--- src/rtl/imem_fetch_controller.sv ---
// imem_fetch_controller: instruction fetch with 2-entry output FIFO, redirect and loader write port
module imem_fetch_controller #(
    parameter int          SIZE_INST = 5,
    parameter logic [31:0] RESET_PC  = 32'h0000_0000
) (
    input  logic                 clk,
    input  logic                 rst_n,
    input  logic                 redirect_valid,
    input  logic [31:0]          redirect_pc,
    output logic                 out_valid,
    input  logic                 out_ready,
    output logic [31:0]          out_instr,
    output logic [31:0]          out_pc,
    input  logic                 ld_valid,
    input  logic [SIZE_INST-1:0] ld_addr,
    input  logic [31:0]          ld_data,
    output logic                 ld_ready,
    output logic                 imem_en,
    output logic                 imem_we,
    output logic [SIZE_INST-1:0] imem_addr,
    output logic [31:0]          imem_wdata,
    input  logic [31:0]          imem_rdata
);
    typedef enum logic {FETCH, LOAD} state_t;

    state_t      state_q, state_d;
    logic [31:0] pc_q, pc_d;
    logic [1:0]  count_q, count_d;
    logic        rd_q, rd_d;
    logic        inflight_q;
    logic [31:0] tag_pc_q;
    logic [31:0] instr_q [2];
    logic [31:0] ipc_q [2];
    logic        ld_grant, issue, pop, push, flush, wr;

    always_comb begin
        out_valid = count_q != 2'd0;
        pop       = out_valid && out_ready;
        ld_grant  = rst_n && ld_valid && !inflight_q;
        // Data returning while redirecting or entering LOAD is the killed read
        flush     = redirect_valid || (state_q == FETCH && ld_valid);
        push      = inflight_q && state_q == FETCH && !flush;
        issue     = rst_n && state_q == FETCH && !ld_grant && !redirect_valid
                    && (3'(count_q) + 3'(inflight_q) < 3'd2 + 3'(pop));
        state_d   = ld_valid ? LOAD : FETCH;
        pc_d      = redirect_valid ? {redirect_pc[31:2], 2'b00} : issue ? pc_q + 32'd4 : pc_q;
        count_d   = flush ? 2'd0 : count_q + {1'b0, push} - {1'b0, pop};
        rd_d      = flush ? 1'b0 : rd_q ^ pop;
        wr        = rd_q ^ count_q[0];
    end

    always_ff @(posedge clk or negedge rst_n) begin
        if (!rst_n) begin
            state_q    <= FETCH;
            pc_q       <= RESET_PC;
            count_q    <= 2'd0;
            rd_q       <= 1'b0;
            inflight_q <= 1'b0;
            tag_pc_q   <= 32'd0;
        end else begin
            state_q    <= state_d;
            pc_q       <= pc_d;
            count_q    <= count_d;
            rd_q       <= rd_d;
            inflight_q <= issue;
            if (issue) tag_pc_q <= pc_q;
        end
    end

    always_ff @(posedge clk) begin
        if (push) begin
            instr_q[wr] <= imem_rdata;
            ipc_q[wr]   <= tag_pc_q;
        end
    end

    assign out_instr  = instr_q[rd_q];
    assign out_pc     = ipc_q[rd_q];
    assign ld_ready   = ld_grant;
    assign imem_en    = issue;
    assign imem_we    = ld_grant;
    assign imem_addr  = ld_grant ? ld_addr : pc_q[SIZE_INST+1:2];
    assign imem_wdata = ld_data;
endmodule

--- config.mk ---
export PLATFORM = sky130hd
export DESIGN_NAME = imem_fetch_controller
export DESIGN_NICKNAME = d
export VERILOG_FILES = /design/src/rtl/imem_fetch_controller.sv
export SDC_FILE = /design/constraint.sdc
export NUM_CORES = 1
export LEC_CHECK = 0
export CAP_MARGIN = 20
export CORE_ASPECT_RATIO = 0.75
export CORE_UTILIZATION = 45
export CTS_CLUSTER_SIZE = 12
export DETAILED_ROUTE_END_ITERATION = 8
export PLACE_DENSITY = 0.75
export SYNTH_ARGS = -nofsm -noshare
export SYNTH_HDL_FRONTEND = slang
export SYNTH_SLANG_ARGS = --single-unit
--- constraint.sdc ---
create_clock -name clk -period 6.9 [get_ports clk]
set_input_delay 0.69 -clock clk [delete_from_list [all_inputs] [get_ports clk]]
set_output_delay 0.69 -clock clk [all_outputs]
set_load 0.05 [all_outputs]
==> impl_metrics.py, run 1 <==
metrics = {
    "clock_tree": {
        "cts_buffers": 17,
        "clockBufferDepth": 2,
        "numClockSinks": 189,
        "cts_resized": 0,
        "cts_root_buf": "clkbuf_16",
        "clock_latency_ns": 0.43,
        "cts_tree": "built",
        "path_clk_slew_ns": 0.06,
        "htree_levels": 4,
        "cts_setup_buffers": 0,
        "cts-hold-fix-buffers": 0,
    },
    "route": {
        "drtIter0Drc": 416,
        "dr.pass1.iters": 5,
        "post_drt_wl_per_cell_um": 18.0,
        "route.detailed.drc": 0,
        "viasPerCell": 5.42,
        "postRouteWirelength_um": 17500,
        "antenna_left": 0,
        "vias": 5269,
    },
    "yosys": {
        "synth_top_cell_area_share": 0.460,
        "synth_edf_count": 124,
        "synth_top_family_by_area": "simple AND/OR/NAND/NOR gates",
        "ys_types": 55,
        "synthAdderAreaFrac": 0.00773,
        "yosys-top-cells-count": "edfxtp_1, nand2_1, mux2_2",
        "synth-compound-area-share": 0.0581,
        "ys.flop_type": "edfxtp_1",
        "synthMuxAreaShare": 0.0955,
        "synthArstFlopShare": 0.344,
        "ys_warn_count": 0,
        "synthSimpleGateAreaFrac": 0.118,
        "ys_top_cells_by_area": "edfxtp_1, dfrtp_1, mux2_2, nand2_1, buf_4",
        "synth-seq-cells": 189,
        "synthXorXnorAreaFrac": 0.00541,
        "synthCells": 607,
        "synth_area_leader_cell": "edfxtp_1",
        "seq_area_frac_synth": 0.661,
        "netlist_area_sq_mm": 0.00809,
        "syn_avg_cell_area_sq_um": 13.3,
        "synth_most_common_cell": "edfxtp_1",
    },
    "die": {
        "ios": 211,
        "fp.dieH_um": 118,
        "core_sq_mm": 0.0176,
        "die_area_sq_mm": 0.0185,
        "rows": 42,
        "initial_utilization": 0.460,
        "die_width_um": 157,
    },
    "setup_path": {
        "crit_path_max_incr_delay_ns": 0.81,
        "cpLargestDelayFamily": "buffers and inverters",
        "cp-end-kind": "output port",
        "crit_type": "in2out",
        "path_cells": "clkdlybuf4s50_1, buf_4, nor4_4, nand2_2, buf_4, inv_2, clkdlybuf4s50_1",
        "cp_num_buf_inv": 5,
        "startpoint_type": "primary input",
        "cp_max_fo": 63,
        "arrival_ns": 3.26,
        "cp_data_required_time_ns": 6.21,
        "crit_slowest_cell": "clkdlybuf4s50_1",
    },
    "power": {
        "combPwrFrac": 0.077,
        "fin_total_pwr_mw": 2.59,
        "p_seq_frac": 0.519,
        "cellPowerDensity_mw_per_mm2": 255,
        "clock_power_share": 0.405,
        "p_switching_uw": 588,
        "swShare": 0.227,
        "vdd_ir_drop_max_mv": 0.124,
        "internal_power_mw": 2.01,
        "leakage_nw": 3.81,
    },
    "finish": {
        "stdcell_area_sq_mm": 0.0102,
        "drive_gt1_frac": 0.171,
        "syn2layout_area_growth_pct": 25.5,
        "stdcell_count": 973,
        "utilization": 0.577,
        "fin_nets": 829,
        "antennaDiodeCount": 0,
    },
    "global_routing": {
        "grt_pass1_vias": 5305,
        "grt_max_degree": 67,
        "grt_pass1_wl_um": 27300,
        "grt_antenna_before_repair": 0,
        "gr-total-overflow": 0,
        "track_usage": 0.193,
    },
    "timing": {
        "finalCriticalPeriod_ns": 3.95,
        "setup_ws_ns": 2.95,
        "drv_slew": 0,
        "hold_viol": 0,
        "tns_ns": 0,
        "max_freq_mhz": 253,
        "slew-limit-headroom": 0.436,
        "fin_skew_ns": 0.0127,
        "finalSetupViolCount": 0,
        "rsz0062_at_grt": "false",
        "whs_ns": 0.473,
        "period_share": 0.573,
        "tightest_slew_ns": 0.845,
    },
    "status": {
        "status": "complete, no violations",
    },
    "placed_design": {
        "dpl_cell_area_sq_mm": 0.00952,
        "hpwl_um": 11600,
        "place.gp.congestion": 0.865,
        "port_buffers": 142,
        "place_ws_ns": 2.97,
        "placedCellCount": 941,
    },
    "worst_hold_path": {
        "worst_hold_path_type": "reg2reg",
    },
    "flow_run": {
        "max_cap_viol_count": 0,
    },
}
-- layout make-up --
cell class	count	area, sq um
Fill cell	1411	7450
Sequential cell	189	5350
Multi-Input combinational cell	345	2330
Timing Repair Buffer	150	1480
Clock buffer	19	454
Tap cell	242	303
Clock inverter	13	185
Inverter	15	56.3
-- per-layer routing --
layer | GRT usage | up-vias | routed length [um]
met5 | 0 | - | 0
met4 | 0.0582 | 0 | 351
met3 | 0.0601 | 42 | 1500
met2 | 0.303 | 246 | 8290
met1 | 0.257 | 2577 | 7330
li1 | - | 2404 | -
-- cell usage in the layout, fill, tap and decap left out, types with 4 or more instances in the layout --
master           instances
a21oi_1                  6
bufinv_16                4
or3_1                    7
inv_1                   14
ha_1                     5
mux2_2                  66
buf_4                    8
edfxtp_1               124
nand2_1                108
clkbuf_16               18
nor2_1                  12
nand4_1                 15
clkdlybuf4s50_1        141
a21o_1                   6
dfrtp_1                 64
o21ai_1                 17
a22oi_1                  5
a221o_1                 10
nand3_1                 21
nor4_1                   4
o21ai_0                  5
nor3_1                   4
-- worst paths after layout --
check	startpoint	end	slack (ns)	depth (start not counted)
worst max-delay path	redirect_valid	imem_en	2.95	7
worst min-delay path	tag_pc_q[27]	ipc_q[0][27]	0.47	0
worst max register to register	count_q[0]	pc_q[11]	4.14	10
worst min register to register	tag_pc_q[27]	ipc_q[0][27]	0.47	0
max in group asynchronous	rst_n	rd_q	5.78	2
min in group asynchronous	rst_n	tag_pc_q[24]	0.53	2
-- registers in the layout, indices dropped and copies added, names as in the netlist --
name        cells
count_q         2
inflight_q      1
instr_q        64
ipc_q          60
pc_q           30
rd_q            1
state_q         1
tag_pc_q       30
-- cell families (layout without fill, tap and decap cells) --
logic type               after synthesis  in the layout
AO/OA/AOI/OAI                         67             67
XOR/XNOR                               5              5
adder cells (fa/ha/maj)                5              5
buffers and inverters                 74            197
flip-flops                           189            189
multiplexers                          69             69
other                                  1              2
AND/OR/NAND/NOR                      197            197
-- power by group through the flow --
| stage | combinational (mW) | clock [mW] | sequential [mW] |
|---|---|---|---|
| floorplan | 0.167 | 0 | 1.34 |
| global placement | 0.190 | 0 | 1.36 |
| detailed placement | 0.198 | 0 | 1.37 |
| CTS | 0.200 | 1.07 | 1.34 |
| global route | 0.217 | 1.12 | 1.35 |
| finish | 0.199 | 1.05 | 1.34 |
Power figures use the tool's default switching activity.
==> run 2: changes to the inputs <==
CORE_UTILIZATION = 44   (was 45)
PLACE_DENSITY = 0.76   (was 0.75)
clock period = 3.3 ns   (was 6.9 ns; I/O delays follow)
==> run 2 against run 1 <==
Routed wire length up 1.6%. Clock-buffer cell count up 1. Register-to-register slack got worse by 3.3 ns. Largest power group unchanged. Combinational power grew 110%. First-iteration DRC count rose by 0.72%. Sequential power up 110%. Die area increased by 2.2%. Sequential cell count did not move. Total power grew 100%.
==> impl_metrics.py, run 2 (same netlist as run 1, synthesis figures left out) <==
metrics = {
    "die": {
        "ios": 211,
        "die_width_um": 159,
        "fp.dieH_um": 119,
        "die_area_sq_mm": 0.0189,
        "rows": 42,
        "initial_utilization": 0.454,
        "core_sq_mm": 0.0178,
    },
    "global_routing": {
        "grt_pass1_wl_um": 27400,
        "gr-total-overflow": 0,
        "track_usage": 0.195,
        "grt_max_degree": 63,
        "grt_antenna_before_repair": 1,
        "grt_pass1_vias": 5317,
    },
    "power": {
        "leakage_nw": 3.82,
        "cellPowerDensity_mw_per_mm2": 513,
        "fin_total_pwr_mw": 5.22,
        "vdd_ir_drop_max_mv": 0.316,
    },
    "setup_path": {
        "regToRegSetupSlack_ns": 0.86,
        "arrival_ns": 2.60,
        "critPathCapture": "imem_addr[4]",
        "path_common_cell": "nand2_1",
        "cp_max_fo": 22,
        "r2r_start": "count_q[0]",
        "crit_type": "in2out",
        "cp-startpoint": "rst_n",
        "cp_data_required_time_ns": 2.97,
        "path_cells": "dlygate4sd3_1, clkbuf_4, nand2_1, inv_1, nand2_1, o21ai_0, clkdlybuf4s50_1",
        "crit_slowest_cell": "clkdlybuf4s50_1",
        "reg2reg_to": "pc_q[29]",
        "cp-end-kind": "output port",
        "startpoint_type": "primary input",
        "rr_worst_depth": 9,
        "crit_path_max_incr_delay_ns": 0.83,
    },
    "timing": {
        "max_freq_mhz": 341,
        "finalCriticalPeriod_ns": 2.93,
        "tns_ns": 0,
        "period_share": 0.888,
        "tightest_slew_ns": 0.751,
        "slew-limit-headroom": 0.495,
        "finalSetupViolCount": 0,
        "drv_slew": 0,
        "hold_viol": 0,
        "fin_skew_ns": 0.0292,
        "whs_ns": 0.430,
        "rsz0062_at_grt": "false",
    },
    "clock_tree": {
        "cts_tree": "built",
        "path_clk_slew_ns": 0.06,
        "clockBufferDepth": 2,
        "cts_buffers": 17,
        "htree_levels": 4,
        "cts_setup_buffers": 0,
        "numClockSinks": 189,
        "cts_root_buf": "clkbuf_16",
        "clock_latency_ns": 0.44,
    },
    "worst_hold_path": {
        "worst_hold_path_type": "in2async",
    },
    "finish": {
        "reg.largest.list": "instr_q (64), ipc_q (60)",
        "ff_latch_area_sq_mm": 0.00535,
        "syn2layout_area_growth_pct": 25.8,
        "final_common_cell": "clkdlybuf4s50_1",
        "multi_input_area_sq_mm": 0.00233,
        "utilization": 0.572,
        "mostFrequentLayoutCells": "clkdlybuf4s50_1, edfxtp_1, nand2_1",
        "fin_nets": 834,
        "top_register": "instr_q",
        "largest_register_ff_count": 64,
        "fillers": 1390,
        "antennaDiodeCount": 0,
        "drive_gt1_frac": 0.173,
    },
    "placed_design": {
        "hpwl_um": 11900,
        "place.gp.congestion": 0.899,
        "port_buffers": 142,
    },
    "route": {
        "drtIter0Drc": 419,
        "dr.pass1.iters": 5,
        "post_drt_wl_per_cell_um": 18.1,
        "viasPerCell": 5.35,
        "dr_wl_met3_um": 1480,
        "wl_met1_um": 6940,
        "postRouteWirelength_um": 17700,
        "top_layer": "met5",
        "antenna_left": 0,
        "vias": 5235,
        "route.detailed.drc": 0,
        "met2WireLength_um": 8520,
    },
    "flow_run": {
        "max_cap_viol_count": 0,
    },
    "status": {
        "status": "complete, no violations",
    },
}
## run 2: stage by stage
step / setup slack [ns] / cells / cell area, sq um
2_1_floorplan: 0.382 / 608 / 8100
3_3_place_gp: 0.627 / 945 / 9590
3_5_place_dp: 0.608 / 945 / 9590
4_1_cts: 0.137 / 978 / 10200
5_1_grt: 0.206 / 978 / 10200
6_report: 0.370 / 978 / 10200
## run 2: repair_timing
item,4_1_cts,5_1_grt
hold buffers,1,0
resized for setup,0,1
endpoints found under the hold margin,19,0
setup endpoints to repair,0,1
## run 2: cell type report
type	instances	share of cell area
Tap cell	242	0.0297
Clock buffer	20	0.0429
Multi-Input combinational cell	345	0.229
Sequential cell	189	0.526
Inverter	15	0.00553
Timing Repair Buffer	155	0.154
Clock inverter	12	0.0136
## run 2: power breakdown
part	internal [mW]	switching, mW	total (mW)
clock network	1.12	0.873	2.00
registers	2.68	0.124	2.81
logic	0.195	0.222	0.418
## run 2: worst min-delay path by stage
stage          startpoint    endpoint  slack (ns)  cells past startpoint
6_report            rst_n  count_q[1]        0.43                      2
5_1_grt          ld_valid     state_q        0.41                      1
4_1_cts          ld_valid     state_q        0.41                      1
3_5_place_dp        rst_n        rd_q        0.34                      1
3_3_place_gp        rst_n        rd_q        0.32                      1
2_1_floorplan       rst_n  count_q[0]        0.03                      0
## run 2: layer usage
layer  up-vias  track usage
met5         -            0
met4         2        0.123
met3        79       0.0600
met2       217        0.310
met1      2512        0.230
li1       2425            -
## run 2: critical path, delay by kind of cell
| kind | cells | cell delay, ns |
|---|---|---|
| simple gates | 2 | 0.27 |
| buf+inv | 4 | 1.93 |
| compound gates | 1 | 0.06 |
==> run 3: changes to the inputs <==
CORE_MARGIN = 1.5   (was not set)
==> run 3 against run 2 <==
Routed wire length grew 4.7%. First-iteration DRC count shrank 29%. Critical path depth is the same. Sequential cell count is the same. Clock power is essentially flat. Die area grew 1.5%. Final area is essentially flat. Total power grew 0.22%. Largest cell class unchanged. Non-clock buffer count grew 2. Via count shrank 0.31%. Clock-buffer cell count shrank 2. Register-to-register slack is essentially flat.
==> impl_metrics.py, run 3 (same netlist as run 1, synthesis figures left out) <==
metrics = {
    "clock_tree": {
        "path_clk_slew_ns": 0.07,
        "cts_root_buf": "clkbuf_16",
        "cts_tree": "built",
        "clock_latency_ns": 0.44,
        "htree_levels": 4,
        "cts_buffers": 17,
        "clockBufferDepth": 2,
        "numClockSinks": 189,
        "cts_resized": 0,
    },
    "placed_design": {
        "hpwl_um": 12600,
        "place.gp.congestion": 0.839,
        "port_buffers": 142,
    },
    "global_routing": {
        "grt_max_degree": 57,
        "track_usage": 0.199,
        "grt_antenna_before_repair": 0,
        "grt_pass1_vias": 5292,
        "grt_pass1_wl_um": 28800,
        "gr-total-overflow": 0,
    },
    "flow_run": {
        "max_cap_viol_count": 0,
    },
    "timing": {
        "finalCriticalPeriod_ns": 2.87,
        "fin_skew_ns": 0.00604,
        "period_share": 0.871,
        "finalSetupViolCount": 0,
        "hold_viol": 0,
        "tns_ns": 0,
        "slew-limit-headroom": 0.487,
        "drv_slew": 0,
        "rsz0062_at_grt": "false",
        "tightest_slew_ns": 0.762,
        "max_freq_mhz": 348,
    },
    "power": {
        "vdd_ir_drop_max_mv": 0.341,
        "cellPowerDensity_mw_per_mm2": 514,
        "leakage_nw": 3.82,
        "fin_total_pwr_mw": 5.23,
    },
    "route": {
        "dr.pass1.iters": 4,
        "route.detailed.drc": 0,
        "met2WireLength_um": 9100,
        "post_drt_wl_per_cell_um": 19.0,
        "vias": 5219,
        "viasPerCell": 5.33,
        "top_layer": "met4",
        "wl_met1_um": 7720,
        "postRouteWirelength_um": 18600,
        "drtIter0Drc": 298,
        "dr_wl_met3_um": 1250,
        "antenna_left": 0,
    },
    "setup_path": {
        "cp_num_buf_inv": 4,
        "regToRegSetupSlack_ns": 0.85,
        "cp-end-kind": "output port",
        "startpoint_type": "primary input",
        "cpLargestDelayFamily": "buffers and inverters",
        "reg2reg_to": "pc_q[29]",
        "crit_path_max_incr_delay_ns": 0.82,
        "cp_data_required_time_ns": 2.97,
        "path_depth": 7,
        "cp_max_fo": 12,
        "crit_type": "in2out",
        "critPathCapture": "imem_addr[4]",
        "path_cells": "dlygate4sd3_1, buf_2, nand2_1, inv_1, nand2_1, o21ai_0, clkdlybuf4s50_1",
        "r2r_start": "count_q[0]",
        "cp-startpoint": "rst_n",
        "crit_slowest_cell": "clkdlybuf4s50_1",
        "rr_worst_depth": 8,
        "path_common_cell": "nand2_1",
        "arrival_ns": 2.54,
    },
    "die": {
        "ios": 211,
        "initial_utilization": 0.454,
        "die_area_sq_mm": 0.0192,
        "core_sq_mm": 0.0178,
        "fp.dieH_um": 120,
        "rows": 42,
        "die_width_um": 160,
    },
    "finish": {
        "fillers": 1444,
        "syn2layout_area_growth_pct": 25.7,
        "top_register": "instr_q",
        "reg.largest.list": "instr_q (64), ipc_q (60)",
        "antennaDiodeCount": 0,
        "mostFrequentLayoutCells": "clkdlybuf4s50_1, edfxtp_1, nand2_1",
        "drive_gt1_frac": 0.175,
        "largest_register_ff_count": 64,
        "fin_nets": 836,
        "final_common_cell": "clkdlybuf4s50_1",
    },
    "status": {
        "status": "complete, no violations",
    },
    "worst_hold_path": {
        "worst_hold_path_type": "in2async",
    },
}
[run 3: cell types whose count changed in the layout (fill, tap and decap cells not counted), sizes merged]
| cell | before | now |
|---|---|---|
| buf | 13 | 16 |
| inv | 18 | 19 |
| clkbuf | 21 | 18 |
[run 3: per-stage QoR]
stage | hold slack, ns | worst slack (ns) | area (sq um) | util | instances
after detailed placement | 0.256 | 0.521 | 9600 | 0.539 | 947
after global routing | 0.379 | 0.273 | 10200 | 0.571 | 979
after floorplan | 0.0344 | 0.382 | 8100 | - | 608
final | 0.368 | 0.427 | 10200 | 0.571 | 979
after global placement | 0.240 | 0.573 | 9600 | 0.539 | 947
after CTS | 0.382 | 0.384 | 10200 | 0.571 | 979
[run 3: layout make-up]
class / count / area (sq um) / share of cell area
sequential: 189 / 5350 / 0.526
clock inverter: 13 / 139 / 0.0136
inverter: 15 / 56.3 / 0.00553
timing repair buffer: 157 / 1570 / 0.154
tap: 242 / 303 / 0.0298
clock buffer: 18 / 429 / 0.0422
multi-input combinational: 345 / 2330 / 0.229
[run 3: timing repair]
action,4_1_cts,5_1_grt
endpoints found under the setup margin,0,0
buffers inserted,0,0
hold buffers,1,0
endpoints found under the hold margin,9,0
[run 3: worst min path at each step]
stage,startpoint,cells after the start,slack [ns],to
global route,rst_n,2,0.38,tag_pc_q[4]
global placement,rst_n,1,0.24,state_q
detailed placement,rst_n,1,0.26,inflight_q
floorplan,rst_n,0,0.03,count_q[0]
CTS,rst_n,2,0.38,tag_pc_q[5]
finish,rst_n,2,0.37,tag_pc_q[5]
[run 3: power by group]
part	internal, mW	switching [mW]	leakage [nW]
Clock	1.12	0.887	0.274
Combinational	0.196	0.225	1.61
Sequential	2.68	0.126	1.94
Total	4.00	1.24	3.82
[run 3: layer usage]
| layer | global-route usage | vias to the layer above |
|---|---|---|
| met5 | 0 | - |
| met4 | 0.0908 | 0 |
| met3 | 0.0467 | 59 |
| met2 | 0.333 | 182 |
| met1 | 0.248 | 2560 |
| li1 | - | 2418 |
